**config.mk**
```make
export PLATFORM = sky130hd
export DESIGN_NAME = wb_cmd_master_flat
export DESIGN_NICKNAME = d
export VERILOG_FILES = /design/src/rtl/wb_cmd_master_if.sv /design/src/rtl/wb_cmd_master.sv /design/src/flat_wrapper.sv
export SDC_FILE = /design/constraint.sdc
export NUM_CORES = 1
export LEC_CHECK = 0
export CORE_AREA = 4 4 161 163
export CTS_CLUSTER_DIAMETER = 200
export DETAILED_ROUTE_END_ITERATION = 10
export DIE_AREA = 0 0 165 167
export PLACE_DENSITY_LB_ADDON = 0.15
export SYNTH_ARGS = -nofsm -noshare
export SYNTH_HDL_FRONTEND = slang
export SYNTH_SLANG_ARGS = --single-unit
```
**constraint.sdc**
```tcl
create_clock -name wbm_clk_i -period 8.3 [get_ports wbm_clk_i]
set_input_delay 1.66 -clock wbm_clk_i [delete_from_list [all_inputs] [get_ports wbm_clk_i]]
set_output_delay 1.66 -clock wbm_clk_i [all_outputs]
set_load 0.02 [all_outputs]
```
**src/rtl/wb_cmd_master_if.sv**
```systemverilog
// Bundles the command, response and Wishbone master signals of wb_cmd_master.
// The master modport is the block's own view; slave is the view of whoever connects to it.
interface wb_cmd_master_if;
    logic        cmd_valid_i;
    logic        cmd_ready_o;
    logic        cmd_we_i;
    logic [31:0] cmd_adr_i;
    logic [31:0] cmd_dat_i;
    logic [3:0]  cmd_sel_i;

    logic        rsp_valid_o;
    logic        rsp_ready_i;
    logic [31:0] rsp_dat_o;
    logic        rsp_err_o;
    logic        rsp_timeout_o;

    logic        wbm_cyc_o;
    logic        wbm_stb_o;
    logic [31:0] wbm_adr_o;
    logic        wbm_we_o;
    logic [31:0] wbm_dat_o;
    logic [3:0]  wbm_sel_o;
    logic [31:0] wbm_dat_i;
    logic        wbm_ack_i;
    logic        wbm_err_i;

    logic        busy_o;

    modport master (
        input  cmd_valid_i, cmd_we_i, cmd_adr_i, cmd_dat_i, cmd_sel_i,
        input  rsp_ready_i, wbm_dat_i, wbm_ack_i, wbm_err_i,
        output cmd_ready_o, rsp_valid_o, rsp_dat_o, rsp_err_o, rsp_timeout_o,
        output wbm_cyc_o, wbm_stb_o, wbm_adr_o, wbm_we_o, wbm_dat_o, wbm_sel_o, busy_o
    );

    modport slave (
        output cmd_valid_i, cmd_we_i, cmd_adr_i, cmd_dat_i, cmd_sel_i,
        output rsp_ready_i, wbm_dat_i, wbm_ack_i, wbm_err_i,
        input  cmd_ready_o, rsp_valid_o, rsp_dat_o, rsp_err_o, rsp_timeout_o,
        input  wbm_cyc_o, wbm_stb_o, wbm_adr_o, wbm_we_o, wbm_dat_o, wbm_sel_o, busy_o
    );
endinterface

```
**src/rtl/wb_cmd_master.sv**
```systemverilog
// Command FIFO feeding a single-outstanding Wishbone master; one response per command, in order.
// Define WB_CMD_TIMEOUT_EN to compile in the REQ timeout counter (abort after TIMEOUT_CYC cycles).
module wb_cmd_master #(
    parameter int CMD_DEPTH   = 4,
    parameter int TIMEOUT_CYC = 255
) (
    input logic               wbm_clk_i,
    input logic               wbm_rst_i,
    wb_cmd_master_if.master   bus
);
    localparam int AW = $clog2(CMD_DEPTH);

    typedef enum logic [1:0] {IDLE, REQ, RSP} state_t;

    typedef struct packed {
        logic        we;
        logic [31:0] adr;
        logic [31:0] dat;
        logic [3:0]  sel;
    } cmd_t;

    cmd_t          fifo_mem [CMD_DEPTH];
    cmd_t          head;
    logic [AW-1:0] wr_ptr, rd_ptr;
    logic [AW:0]   count;
    logic          full, empty, push;
    state_t        state, state_next;
    logic          issue, finish, release_rsp, to_hit;

    assign full            = (count == (AW+1)'(CMD_DEPTH));
    assign empty           = (count == '0);
    assign push            = bus.cmd_valid_i && !full;
    assign head            = fifo_mem[rd_ptr];
    assign bus.cmd_ready_o = !full;
    assign bus.busy_o      = (state != IDLE) || !empty;

    always_ff @(posedge wbm_clk_i) begin
        if (wbm_rst_i) begin
            wr_ptr <= '0;
            rd_ptr <= '0;
            count  <= '0;
        end else begin
            if (push)  wr_ptr <= wr_ptr + 1'b1;
            if (issue) rd_ptr <= rd_ptr + 1'b1;
            count <= count + (AW+1)'(push) - (AW+1)'(issue);
        end
    end

    // NOTE: storage has no reset; an entry is only read after the count says it was written.
    always_ff @(posedge wbm_clk_i) begin
        if (push) fifo_mem[wr_ptr] <= '{we: bus.cmd_we_i, adr: bus.cmd_adr_i,
                                        dat: bus.cmd_dat_i, sel: bus.cmd_sel_i};
    end

`ifdef WB_CMD_TIMEOUT_EN
    logic [7:0] to_cnt;

    // Fires on the TIMEOUT_CYC-th REQ edge, so stb stays up exactly TIMEOUT_CYC cycles.
    assign to_hit = (to_cnt == 8'(TIMEOUT_CYC - 1));

    always_ff @(posedge wbm_clk_i) begin
        if (wbm_rst_i)                                        to_cnt <= '0;
        else if (issue)                                       to_cnt <= '0;
        else if (state == REQ && !bus.wbm_ack_i && !bus.wbm_err_i) to_cnt <= to_cnt + 8'd1;
    end
`else
    assign to_hit = 1'b0 && (TIMEOUT_CYC != 0);
`endif

    // NOTE: state and bus registers use non-blocking assignments so every flop samples pre-edge values.
    always_ff @(posedge wbm_clk_i) begin
        if (wbm_rst_i) state <= IDLE;
        else           state <= state_next;
    end

    // NOTE: each comb process assigns defaults first so no path leaves a signal unassigned (no latch).
    always_comb begin
        state_next = state;
        case (state)
            IDLE:    if (!empty) state_next = REQ;
            REQ:     if (bus.wbm_ack_i || bus.wbm_err_i || to_hit) state_next = RSP;
            RSP:     if (bus.rsp_ready_i) state_next = IDLE;
            default: state_next = IDLE;
        endcase
    end

    always_comb begin
        issue       = 1'b0;
        finish      = 1'b0;
        release_rsp = 1'b0;
        case (state)
            IDLE:    issue       = !empty;
            REQ:     finish      = bus.wbm_ack_i || bus.wbm_err_i || to_hit;
            RSP:     release_rsp = bus.rsp_ready_i;
            default: ;
        endcase
    end

    always_ff @(posedge wbm_clk_i) begin
        if (wbm_rst_i) begin
            bus.wbm_cyc_o     <= 1'b0;
            bus.wbm_stb_o     <= 1'b0;
            bus.wbm_we_o      <= 1'b0;
            bus.wbm_adr_o     <= '0;
            bus.wbm_dat_o     <= '0;
            bus.wbm_sel_o     <= '0;
            bus.rsp_valid_o   <= 1'b0;
            bus.rsp_dat_o     <= '0;
            bus.rsp_err_o     <= 1'b0;
            bus.rsp_timeout_o <= 1'b0;
        end else if (issue) begin
            bus.wbm_cyc_o <= 1'b1;
            bus.wbm_stb_o <= 1'b1;
            bus.wbm_we_o  <= head.we;
            bus.wbm_adr_o <= head.adr;
            bus.wbm_dat_o <= head.dat;
            bus.wbm_sel_o <= head.sel;
        end else if (finish) begin
            // err beats ack, and either beats a timeout landing on the same edge.
            bus.wbm_cyc_o     <= 1'b0;
            bus.wbm_stb_o     <= 1'b0;
            bus.rsp_valid_o   <= 1'b1;
            bus.rsp_err_o     <= bus.wbm_err_i || !bus.wbm_ack_i;
            bus.rsp_timeout_o <= to_hit && !bus.wbm_ack_i && !bus.wbm_err_i;
            bus.rsp_dat_o     <= (bus.wbm_ack_i && !bus.wbm_err_i && !bus.wbm_we_o) ? bus.wbm_dat_i : '0;
        end else if (release_rsp) begin
            bus.rsp_valid_o <= 1'b0;
        end
    end
endmodule
```
**src/flat_wrapper.sv**
```systemverilog
// flat-port wrapper written by rule: the top's interface ports become plain ports
module wb_cmd_master_flat 
#(
    parameter int CMD_DEPTH   = 4,
    parameter int TIMEOUT_CYC = 255
)
  (wbm_clk_i, wbm_rst_i, bus_cmd_valid_i, bus_cmd_we_i, bus_cmd_adr_i, bus_cmd_dat_i, bus_cmd_sel_i, bus_rsp_ready_i, bus_wbm_dat_i, bus_wbm_ack_i, bus_wbm_err_i, bus_cmd_ready_o, bus_rsp_valid_o, bus_rsp_dat_o, bus_rsp_err_o, bus_rsp_timeout_o, bus_wbm_cyc_o, bus_wbm_stb_o, bus_wbm_adr_o, bus_wbm_we_o, bus_wbm_dat_o, bus_wbm_sel_o, bus_busy_o);
  wb_cmd_master_if bus_i ();
  input logic wbm_clk_i;
  input logic wbm_rst_i;
  input wire logic [$bits(bus_i.cmd_valid_i)-1:0] bus_cmd_valid_i;
  input wire logic [$bits(bus_i.cmd_we_i)-1:0] bus_cmd_we_i;
  input wire logic [$bits(bus_i.cmd_adr_i)-1:0] bus_cmd_adr_i;
  input wire logic [$bits(bus_i.cmd_dat_i)-1:0] bus_cmd_dat_i;
  input wire logic [$bits(bus_i.cmd_sel_i)-1:0] bus_cmd_sel_i;
  input wire logic [$bits(bus_i.rsp_ready_i)-1:0] bus_rsp_ready_i;
  input wire logic [$bits(bus_i.wbm_dat_i)-1:0] bus_wbm_dat_i;
  input wire logic [$bits(bus_i.wbm_ack_i)-1:0] bus_wbm_ack_i;
  input wire logic [$bits(bus_i.wbm_err_i)-1:0] bus_wbm_err_i;
  output wire logic [$bits(bus_i.cmd_ready_o)-1:0] bus_cmd_ready_o;
  output wire logic [$bits(bus_i.rsp_valid_o)-1:0] bus_rsp_valid_o;
  output wire logic [$bits(bus_i.rsp_dat_o)-1:0] bus_rsp_dat_o;
  output wire logic [$bits(bus_i.rsp_err_o)-1:0] bus_rsp_err_o;
  output wire logic [$bits(bus_i.rsp_timeout_o)-1:0] bus_rsp_timeout_o;
  output wire logic [$bits(bus_i.wbm_cyc_o)-1:0] bus_wbm_cyc_o;
  output wire logic [$bits(bus_i.wbm_stb_o)-1:0] bus_wbm_stb_o;
  output wire logic [$bits(bus_i.wbm_adr_o)-1:0] bus_wbm_adr_o;
  output wire logic [$bits(bus_i.wbm_we_o)-1:0] bus_wbm_we_o;
  output wire logic [$bits(bus_i.wbm_dat_o)-1:0] bus_wbm_dat_o;
  output wire logic [$bits(bus_i.wbm_sel_o)-1:0] bus_wbm_sel_o;
  output wire logic [$bits(bus_i.busy_o)-1:0] bus_busy_o;
  assign bus_i.cmd_valid_i = bus_cmd_valid_i;
  assign bus_i.cmd_we_i = bus_cmd_we_i;
  assign bus_i.cmd_adr_i = bus_cmd_adr_i;
  assign bus_i.cmd_dat_i = bus_cmd_dat_i;
  assign bus_i.cmd_sel_i = bus_cmd_sel_i;
  assign bus_i.rsp_ready_i = bus_rsp_ready_i;
  assign bus_i.wbm_dat_i = bus_wbm_dat_i;
  assign bus_i.wbm_ack_i = bus_wbm_ack_i;
  assign bus_i.wbm_err_i = bus_wbm_err_i;
  assign bus_cmd_ready_o = bus_i.cmd_ready_o;
  assign bus_rsp_valid_o = bus_i.rsp_valid_o;
  assign bus_rsp_dat_o = bus_i.rsp_dat_o;
  assign bus_rsp_err_o = bus_i.rsp_err_o;
  assign bus_rsp_timeout_o = bus_i.rsp_timeout_o;
  assign bus_wbm_cyc_o = bus_i.wbm_cyc_o;
  assign bus_wbm_stb_o = bus_i.wbm_stb_o;
  assign bus_wbm_adr_o = bus_i.wbm_adr_o;
  assign bus_wbm_we_o = bus_i.wbm_we_o;
  assign bus_wbm_dat_o = bus_i.wbm_dat_o;
  assign bus_wbm_sel_o = bus_i.wbm_sel_o;
  assign bus_busy_o = bus_i.busy_o;
  wb_cmd_master #(.CMD_DEPTH(CMD_DEPTH), .TIMEOUT_CYC(TIMEOUT_CYC)) u_core (.wbm_clk_i(wbm_clk_i), .wbm_rst_i(wbm_rst_i), .bus(bus_i));
endmodule
```
== Word-level counts from Yosys, hierarchy flattened ==
Memories as Yosys holds them, arrays and structs flattened. A register that Yosys moved wholly into a read port is not among the register bits.
Cells that the tools add are included.
Word-level totals
  register bits after elaboration: 44
  RAM bits: 276
  bits of input ports: 107
  output and inout bits: 108
  word-level logic and storage cells: 53
  memories: 1
Operators by class
  $add $sub $neg: 4
  eq/ne operators: 6
  muxes and demuxes: 14
  bitwise gates (word level): 1
  reductions and logical operators: 19
Memories
  u_core.fifo_mem: words 4, width 69, read ports 1, clocked after memory_dff 1, wr ports 1, line wb_cmd_master.sv:22  | cmd_t fifo_mem [CMD_DEPTH];
Operator list (count)
  $mux W32: 1
  $mux W1: 9
  $mux W2: 3
  $pmux W2 S3: 1
  $reduce_bool A2 Y1: 3
  $logic_not A1 Y1: 5
  $add A2 B1 Y2 const B: 2
  $ne A2 B2 Y1 const B: 2
  $reduce_and A2 Y1: 2
  $add A3 B1 Y3: 1
  $eq A3 B3 Y1 const B: 1
  $logic_and A1 B1 Y1: 3
  $logic_not A3 Y1: 1
  $logic_or A1 B1 Y1: 3
  $reduce_and A3 Y1: 1
  $sub A3 B1 Y3: 1
  $eq A2 B1 Y1 const B: 1
  $eq A2 B2 Y1 const B: 1
  $logic_not A2 Y1: 1
  $ne A2 B1 Y1 const B: 1
  $not A1 Y1: 1

== Logic depth before layout (Yosys ltp) ==
Gate-level depths: netlist of run 1.
  word-level depth: 5
  mapped depth: 12
  mapped depth without buffers: 11

== Worst setup path after synthesis of run 1 ==
No wires, ideal clock.
  path type: input to register
  start: input bus_cmd_valid_i
  end: memory u_core.fifo_mem[2][0] (netlist bit), enable pin
  setup time: 0.435 ns
  arrival: 3.327 ns
  data required time: 7.865 ns
  path slack: 4.538 ns
  stages: 1
  path buffers: 0
  cell sequence: and3_1
On the way
  longest elaborated chain between the ends: 3
RTL lines
  start: declaration: line flat_wrapper.sv:11  | input wire logic [$bits(bus_i.cmd_valid_i)-1:0] bus_cmd_valid_i;
  $logic_and A1 B1 Y1: line wb_cmd_master.sv:32  | assign push = bus.cmd_valid_i && !full;
  $mux W1: line wb_cmd_master.sv:51  | if (push) fifo_mem[wr_ptr] <= '{we: bus.cmd_we_i, adr: bus.cmd_adr_i,
  $mux W1 (implied by the code): line wb_cmd_master.sv:51
  end: declaration: line wb_cmd_master.sv:22
No other way between the ends.

== Worst setup path after layout of run 1 ==
  start: register u_core.count[2]
  end: output bus_cmd_ready_o
On the way
  longest elaborated chain between the ends: 2
RTL lines
  start: declaration: line wb_cmd_master.sv:25  | logic [AW:0] count;
  start signal: assignment: line wb_cmd_master.sv:45  | count <= count + (AW+1)'(push) - (AW+1)'(issue);
  $eq A3 B3 Y1: line wb_cmd_master.sv:30  | assign full = (count == (AW+1)'(CMD_DEPTH));
  $logic_not A1 Y1: line wb_cmd_master.sv:34  | assign bus.cmd_ready_o = !full;
  end: declaration: line flat_wrapper.sv:20  | output wire logic [$bits(bus_i.cmd_ready_o)-1:0] bus_cmd_ready_o;
No other way between the ends.

==> flow_metrics.py, run 1 <==
metrics = {
    "status": {
        "status": "finished clean",
    },
    "sta": {
        "slew_viol_final": 0,
        "fmax_mhz": 265,
        "slew_headroom_pct": 26.0,
        "fin_crit_sh_pct": 45.4,
        "setup_slack_ns": 4.53,
        "hold_violations": 0,
        "finalSetupTns_ns": 0,
        "period_needed_ns": 3.77,
        "grt_setup_unrepaired": "no",
        "worst_pin_slew_ns": 1.11,
        "fin_worst_skew_ns": 0.0116,
        "setup_viol": 0,
    },
    "clock_tree": {
        "post_cts_resized": 0,
        "clkTransAtPathRegs_ns": 0.06,
        "numCtsBuffers": 38,
        "htree_num_levels": 2,
        "postCtsSetupRepairBufs": 0,
        "hold_buffers": 0,
        "cts_num_sinks": 389,
        "cts_tree": "done",
        "clockBufferDepth": 3,
        "cts_root_buf": "clkbuf_16",
        "insertion_delay_ns": 0.52,
    },
    "synthesis": {
        "yosysTopAreaCell": "edfxtp_1",
        "post-synth-top-count-cell": "edfxtp_1",
        "synth-async-reset-ratio_pct": 0,
        "synth_commonest_cells": "edfxtp_1 (276), dfxtp_1 (113), a22o_1 (69), mux4_2 (69), a21oi_1 (39)",
        "synth_edf_count": 276,
        "yosysSeqAreaShare_pct": 76.1,
        "synth_area_mm2": 0.0139,
        "synthFlopType": "edfxtp_1",
        "syn_inst": 742,
        "synth_area_leaders": "edfxtp_1 (60%), dfxtp_1 (16%), mux4_2 (11%)",
        "synth.top_cell.area_share_pct": 59.8,
        "ys_types": 34,
        "synth_nets": 856,
        "ys_seq_elements": 389,
        "ys_warn_count": 0,
        "syn_avg_cell_area_um2": 18.7,
    },
    "grt": {
        "met1_usage_pct": 27.5,
        "grt_max_degree": 72,
        "antenna_found_initial": 2,
        "grt.busiest_layer": "met2",
        "use_met3_pct": 4.47,
        "grt_pass1_wl_um": 43800,
        "grt-ovfl-total": 0,
        "grt_pass1_vias": 7832,
        "grt.total_usage_pct": 20.4,
        "grtUsageMet2_pct": 33.8,
    },
    "cells_and_area": {
        "area_growth_pct": 25.7,
        "drive_gt1_share_pct": 14.7,
        "fin_util_pct": 71.7,
        "antenna_cells": 0,
        "nets": 1064,
    },
    "min_path": {
        "min_from": "u_core.bus.wbm_adr_o[31]",
        "whs_endpoint": "u_core.bus.wbm_adr_o[31]",
        "hold_path_depth": 1,
        "hp-class": "register to register",
    },
    "power_and_ir_drop": {
        "power_density_mw_per_mm2": 334,
        "leakagePower_nw": 5.74,
        "vdd_drop_max_mv": 0.245,
    },
    "critical_path": {
        "critPathRequiredTime_ns": 6.64,
        "endpoint_kind": "primary output",
        "arrival_ns": 2.11,
        "critPathMaxFanout": 7,
        "reg2reg_to": "u_core.count[2]",
        "crit_type": "register to primary output",
        "r2r_slack_ns": 5.66,
        "cp-start-kind": "register",
        "rr_worst_depth": 11,
        "crit_start": "u_core.count[2]",
        "worstReg2RegStart": "u_core.state[1]",
    },
    "floorplan": {
        "io-pin-count": 215,
        "rows": 57,
        "die_y_um": 167,
        "die_area_mm2": 0.0276,
        "start_util_pct": 57.0,
        "core_mm2": 0.0243,
        "dieWidth_um": 165,
    },
    "detailed_routing": {
        "vias": 7505,
        "wl_per_cell_um": 21.5,
        "wl_um": 28000,
        "final_antenna_net_count": 0,
        "vias_per_cell": 5.76,
        "first_iter_violations": 511,
        "drcViolationCount": 0,
        "drt_first_pass_iters": 5,
    },
    "placed_design": {
        "gp_congestion": 0.770,
        "dp_hpwl_um": 16600,
        "place_ws_ns": 4.52,
        "io_buffers": 213,
    },
    "run": {
        "maxCapViolations": 0,
    },
}
## power by group
group	internal (mW)	total, mW	switching [mW]	leakage, nW
logic	0.806	1.58	0.770	1.71
registers	2.41	2.65	0.237	3.45
clock network	0.931	1.60	0.674	0.580
total	4.15	5.83	1.68	5.74
## critical path, cell delays in order, from the launching register on
cell             delay, ns
dfxtp_1               0.39
nor3b_1               0.39
inv_1                 0.21
clkdlybuf4s50_1       0.61
## placed cells by master, fill, tap and decap left out, types with 2 or more instances in the layout
cell type,Yosys,routed
buf_4,5,8
edfxtp_1,276,276
clkdlybuf4s50_1,0,213
o21ai_0,38,38
nor3_1,3,3
nor2_1,6,6
mux4_2,69,69
clkbuf_8,0,7
inv_1,10,10
clkbuf_16,0,39
a21oi_1,39,39
a22o_1,69,69
clkinv_2,0,7
and3_4,0,4
nand2_1,3,3
dfxtp_1,113,111
nand3b_1,3,3
dfxtp_4,0,2
clkbuf_1,28,13
ha_1,6,6
nand3_1,34,34
## worst max-delay path by stage
stage / slack, ns / end
after floorplan: 4.54 / u_core.fifo_mem[2][0]
after global placement: 4.62 / u_core.bus.wbm_dat_o[0]
after detailed placement: 4.52 / u_core.bus.wbm_dat_o[5]
after CTS: 4.53 / bus_cmd_ready_o
after global routing: 4.43 / bus_cmd_ready_o
final: 4.53 / bus_cmd_ready_o
## stage by stage
stage	hold slack, ns	std cells	area (um^2)	total power [mW]
finish	0.474	1303	17400	5.83
global route	0.492	1303	17400	6.10
CTS	0.477	1303	17400	5.89
detailed placement	0.460	1234	16300	4.28
global placement	0.446	1234	16300	4.23
floorplan	0.484	742	13900	3.63
## state kept, by name, summed over array words and instances, names as in the netlist
register,count
u_core.bus.wbm_adr_o,32
u_core.bus.wbm_we_o,1
u_core.bus.rsp_dat_o,32
u_core.wr_ptr,2
u_core.fifo_mem,276
u_core.rd_ptr,2
u_core.count,3
u_core.state,2
u_core.bus.rsp_err_o,1
u_core.bus.rsp_valid_o,1
u_core.bus.wbm_dat_o,32
u_core.bus.wbm_sel_o,4
u_core.bus.wbm_stb_o,1
## layer usage
metal / part of all wire (%) / up-vias
met3: 7.0 / 56
met2: 51 / 254
li1: - / 3391
met4: 2.3 / 4
met1: 40 / 3800
met5: 0.078 / -
## kinds of logic (layout without fill, tap and decap cells)
group / count (synthesis) / in the layout / synth area share (%)
buf+inv: 63 / 300 / 2.07
fa+ha+maj: 7 / 7 / 0.686
flops: 389 / 389 / 76.1
mux: 69 / 69 / 11.2
xor+xnor: 1 / 1 / 0.0632
other cells: 1 / 1 / 0.0270
simple gates: 62 / 62 / 2.46
compound gates: 150 / 150 / 7.43
## area by class of cell
type | count | area (um^2)
tap | 324 | 405
inverter | 10 | 37.5
clock inverter | 10 | 55.1
timing repair buffer | 221 | 2190
fill | 1473 | 6880
clock buffer | 59 | 1120
sequential | 389 | 10600
multi-input combinational | 290 | 3070
(Power assumes the default switching activity.)
==> run 2: changes to the inputs <==
- CORE_AREA: 4 4 161 163 -> 4 4 175 177
- DIE_AREA: 0 0 165 167 -> 0 0 179 181
- clock period: 8.3 -> 3.15 ns (I/O delays scaled with it)
==> run 2 against run 1 <==
  * Die area rose by 18%
  * Cell count rose by 5.9%
  * Clock-buffer cell count down 5
  * Via count shrank 1.1%
  * Sequential cell count is the same
  * Clock skew shrank 0.00083 ns
  * Sequential share of layout area shrank 1.2 points
  * Design area up 2.1%
  * Setup slack got worse by 4.1 ns
  * Non-clock buffer count rose by 10
  * Sequential power grew to 2.6 times the previous value
  * Largest power group unchanged
==> flow_metrics.py, run 2 (same netlist as run 1, synthesis figures left out) <==
metrics = {
    "grt": {
        "antenna_found_initial": 3,
        "grt_max_degree": 70,
        "grt_pass1_wl_um": 43300,
        "grt-ovfl-total": 0,
        "grt.total_usage_pct": 17.1,
        "grt_pass1_vias": 7671,
    },
    "floorplan": {
        "die_area_mm2": 0.0324,
        "rows": 63,
        "die_y_um": 181,
        "core_mm2": 0.0292,
        "dieWidth_um": 179,
        "io-pin-count": 215,
        "start_util_pct": 47.4,
    },
    "cells_and_area": {
        "area_growth_pct": 28.4,
        "multi_input_area_mm2": 0.00307,
        "largest_reg_flops": 276,
        "layout_common_cells": "edfxtp_1 (276), clkdlybuf4s50_1 (212), dfxtp_1 (111)",
        "nets": 1075,
        "regArea_mm2": 0.0106,
        "fin_util_pct": 60.9,
        "drive_gt1_share_pct": 15.5,
        "final_common_cell": "edfxtp_1",
        "antenna_cells": 0,
        "top_register": "u_core.fifo_mem",
        "num-fill-cells": 2164,
    },
    "clock_tree": {
        "hold_buffers": 0,
        "cts_tree": "done",
        "cts_num_sinks": 389,
        "post_cts_resized": 0,
        "clockBufferDepth": 3,
        "clkTransAtPathRegs_ns": 0.06,
        "numCtsBuffers": 39,
        "cts_root_buf": "clkbuf_16",
        "insertion_delay_ns": 0.51,
        "postCtsSetupRepairBufs": 0,
        "htree_num_levels": 2,
    },
    "sta": {
        "fin_crit_sh_pct": 87.4,
        "fmax_mhz": 363,
        "setup_viol": 0,
        "period_needed_ns": 2.75,
        "slew_viol_final": 0,
        "slew_headroom_pct": 27.5,
        "grt_setup_unrepaired": "no",
        "fin_worst_skew_ns": 0.0108,
        "finalSetupTns_ns": 0,
        "worst_pin_slew_ns": 1.09,
        "hold_violations": 0,
    },
    "detailed_routing": {
        "vias": 7424,
        "vias_per_cell": 5.38,
        "drt_first_pass_iters": 5,
        "first_iter_violations": 498,
        "wl_um": 28000,
        "wl_per_cell_um": 20.3,
        "drcViolationCount": 0,
        "final_antenna_net_count": 0,
    },
    "critical_path": {
        "slowest_delay_ns": 0.60,
        "critPathRequiredTime_ns": 2.52,
        "crit_chain": "nor3b_1 -> inv_1 -> clkdlybuf4s50_1",
        "crit_type": "register to primary output",
        "cpMaxStageDelayCell": "clkdlybuf4s50_1",
        "endpoint_kind": "primary output",
        "arrival_ns": 2.12,
        "cp-start-kind": "register",
        "critPathMaxFanout": 7,
    },
    "placed_design": {
        "io_buffers": 213,
        "dp_hpwl_um": 16300,
        "gp_congestion": 0.695,
    },
    "power_and_ir_drop": {
        "vdd_drop_max_mv": 0.669,
        "leakagePower_nw": 5.86,
        "power_density_mw_per_mm2": 885,
    },
    "status": {
        "status": "finished clean",
    },
    "run": {
        "maxCapViolations": 0,
    },
    "min_path": {
        "hp-class": "register to register",
    },
}
-- run 2: changes by cell type in the layout (fill, tap and decap cells not counted), sizes merged --
cell,delta
buf,+11
clkbuf,-5
clkdlybuf4s50,-1
clkinv,+2
bufinv,+4
-- run 2: stage by stage --
| stage | setup WS, ns | instances | area (um^2) | power, mW | hold slack, ns |
|---|---|---|---|---|---|
| after global placement | 0.603 | 1310 | 16500 | 11.4 | 0.454 |
| after floorplan | 0.282 | 742 | 13900 | 9.56 | 0.484 |
| after CTS | 0.393 | 1380 | 17800 | 16.0 | 0.476 |
| after global routing | 0.272 | 1380 | 17800 | 16.6 | 0.486 |
| after detailed placement | 0.596 | 1310 | 16500 | 11.4 | 0.464 |
| final | 0.397 | 1380 | 17800 | 15.8 | 0.472 |
-- run 2: final timing paths --
path                                 start                       end  slack [ns]  depth (start not counted)
setup / recovery           u_core.count[2]           bus_cmd_ready_o        0.40                          3
hold reg to reg   u_core.bus.rsp_dat_o[12]  u_core.bus.rsp_dat_o[12]        0.47                          2
hold / removal    u_core.bus.rsp_dat_o[12]  u_core.bus.rsp_dat_o[12]        0.47                          2
setup reg to reg           u_core.count[1]           u_core.count[2]        0.72                         11
-- run 2: critical path, delay by kind of cell (launching register included) --
kind / cells / cell delay, ns
flops: 1 / 0.37
simple gates: 1 / 0.41
buf+inv: 2 / 0.83
-- run 2: per-layer routing --
layer	vias to the layer above	wire (um)	track usage, %
li1	3423	-	-
met1	3742	12200	24.0
met2	200	13500	27.3
met3	53	1810	4.02
met4	6	502	4.14
met5	-	34	0
-- run 2: area by class of cell --
class | instances | area share [%]
multi-input combinational | 290 | 17.3
clock buffer | 54 | 6.14
inverter | 10 | 0.211
tap | 390 | 2.74
timing repair buffer | 231 | 13.3
sequential | 389 | 59.3
clock inverter | 16 | 1.02
-- run 2: power by group --
part	switching (mW)	internal (mW)
Sequential	0.447	6.35
Combinational	2.20	2.22
Clock	1.79	2.75
==> run 3: changes to the inputs <==
- CAP_MARGIN: not set -> 40
- CELL_PAD_IN_SITES_DETAIL_PLACEMENT: not set -> 1
- CELL_PAD_IN_SITES_GLOBAL_PLACEMENT: not set -> 2
- CORE_AREA: 4 4 175 177 -> 4 4 202 204
- DIE_AREA: 0 0 179 181 -> 0 0 206 208
==> run 3 against run 2 <==
  * Clock power rose by 2%
  * Maximum frequency decreased by 2.7%
  * Via count rose by 2.6%
  * Largest power group unchanged
  * Highest routed layer unchanged
==> flow_metrics.py, run 3 (same netlist as run 1, synthesis figures left out) <==
metrics = {
    "min_path": {
        "hp-class": "register to register",
    },
    "detailed_routing": {
        "first_iter_violations": 401,
        "wl_per_cell_um": 22.0,
        "drcViolationCount": 0,
        "drt_first_pass_iters": 4,
        "final_antenna_net_count": 0,
        "vias_per_cell": 4.98,
        "wl_um": 33600,
        "vias": 7617,
    },
    "grt": {
        "grt_pass1_vias": 8217,
        "antenna_found_initial": 2,
        "grt_max_degree": 50,
        "grt.total_usage_pct": 15.6,
        "grt-ovfl-total": 0,
        "grt_pass1_wl_um": 51100,
    },
    "cells_and_area": {
        "num-fill-cells": 3788,
        "nets": 1087,
        "final_common_cell": "edfxtp_1",
        "final_cells": 1530,
        "layout_common_cells": "edfxtp_1 (276), clkdlybuf4s50_1 (212), dfxtp_1 (111)",
        "top_register": "u_core.fifo_mem",
        "area_growth_pct": 30.4,
        "largest_reg_flops": 276,
        "antenna_cells": 0,
        "drive_gt1_share_pct": 16.6,
        "fin_util_pct": 46.1,
    },
    "floorplan": {
        "start_util_pct": 35.3,
        "die_y_um": 208,
        "die_area_mm2": 0.0428,
        "core_mm2": 0.0393,
        "dieWidth_um": 206,
        "io-pin-count": 215,
        "rows": 73,
    },
    "critical_path": {
        "critPathRequiredTime_ns": 2.52,
        "cp-start-kind": "register",
        "endpoint_kind": "primary output",
        "crit_type": "register to primary output",
        "arrival_ns": 2.20,
        "critPathMaxFanout": 6,
    },
    "sta": {
        "slew_viol_final": 0,
        "slew_headroom_pct": 48.7,
        "fin_worst_skew_ns": 0.00847,
        "setup_slack_ns": 0.319,
        "fin_crit_sh_pct": 89.9,
        "hold_violations": 0,
        "worst_pin_slew_ns": 0.767,
        "finalSetupTns_ns": 0,
        "fmax_mhz": 353,
        "period_needed_ns": 2.83,
        "setup_viol": 0,
        "grt_setup_unrepaired": "no",
    },
    "clock_tree": {
        "numCtsBuffers": 42,
        "cts_num_sinks": 389,
        "insertion_delay_ns": 0.54,
        "post_cts_resized": 0,
        "cts_tree": "done",
        "cts_root_buf": "clkbuf_16",
        "clockBufferDepth": 3,
        "clkTransAtPathRegs_ns": 0.06,
        "htree_num_levels": 2,
        "postCtsSetupRepairBufs": 0,
        "hold_buffers": 0,
    },
    "power_and_ir_drop": {
        "vdd_drop_max_mv": 0.415,
        "power_density_mw_per_mm2": 887,
        "leakagePower_nw": 5.93,
    },
    "placed_design": {
        "dp_hpwl_um": 20600,
        "io_buffers": 213,
        "gp_congestion": 0.703,
        "dp.cells": 1454,
        "place_ws_ns": 0.589,
    },
    "run": {
        "maxCapViolations": 0,
    },
    "status": {
        "status": "finished clean",
    },
}
run 3: changes by cell type in the layout (fill, tap and decap cells not counted):
cell	delta
buf_12	+3
buf_4	+6
bufinv_16	-3
clkbuf_1	+7
clkbuf_16	+3
clkinv_1	-6
clkinv_2	+6
clkinv_4	-1
run 3: layer usage:
| layer | routed length, um | vias up | global-route usage [%] |
|---|---|---|---|
| li1 | - | 3442 | - |
| met1 | 15100 | 3945 | 21.5 |
| met2 | 15800 | 169 | 24.3 |
| met3 | 1830 | 57 | 3.90 |
| met4 | 850 | 4 | 5.05 |
| met5 | 22 | - | 0 |
run 3: path summary, 6_finish.rpt:
path / from / to / slack [ns] / cells after the start
hold / removal: u_core.bus.rsp_valid_o / u_core.bus.rsp_valid_o / 0.46 / 2
setup / recovery: u_core.count[1] / bus_busy_o / 0.32 / 3
hold reg to reg: u_core.bus.rsp_valid_o / u_core.bus.rsp_valid_o / 0.46 / 2
setup reg to reg: u_core.count[1] / u_core.count[2] / 0.69 / 11
run 3: layout make-up:
cell class / count / area, um^2 / area share, %
tap: 525 / 657 / 3.63
clock buffer: 64 / 1190 / 6.61
multi-input combinational: 290 / 3070 / 17.0
clock inverter: 12 / 90.1 / 0.498
inverter: 10 / 37.5 / 0.208
sequential: 389 / 10600 / 58.4
timing repair buffer: 240 / 2480 / 13.7
run 3: worst max-delay path, cell delays in order (launching register included):
cell and delay (ns):
dfxtp_1 0.37, nor3_1 0.51, nand2_1 0.19, clkdlybuf4s50_1 0.59
run 3: power by group:
part | switching [mW] | total (mW) | leakage (nW) | internal [mW]
Clock | 1.95 | 4.65 | 0.630 | 2.70
Sequential | 0.496 | 6.84 | 3.45 | 6.35
Combinational | 2.29 | 4.56 | 1.85 | 2.27
run 3: metrics by stage:
step | total power [mW] | instance area (um^2) | hold slack [ns]
floorplan | 9.56 | 13900 | 0.484
global placement | 11.6 | 16800 | 0.451
detailed placement | 11.6 | 16800 | 0.456
CTS | 16.4 | 18100 | 0.450
global route | 16.9 | 18100 | 0.490
finish | 16.1 | 18100 | 0.462
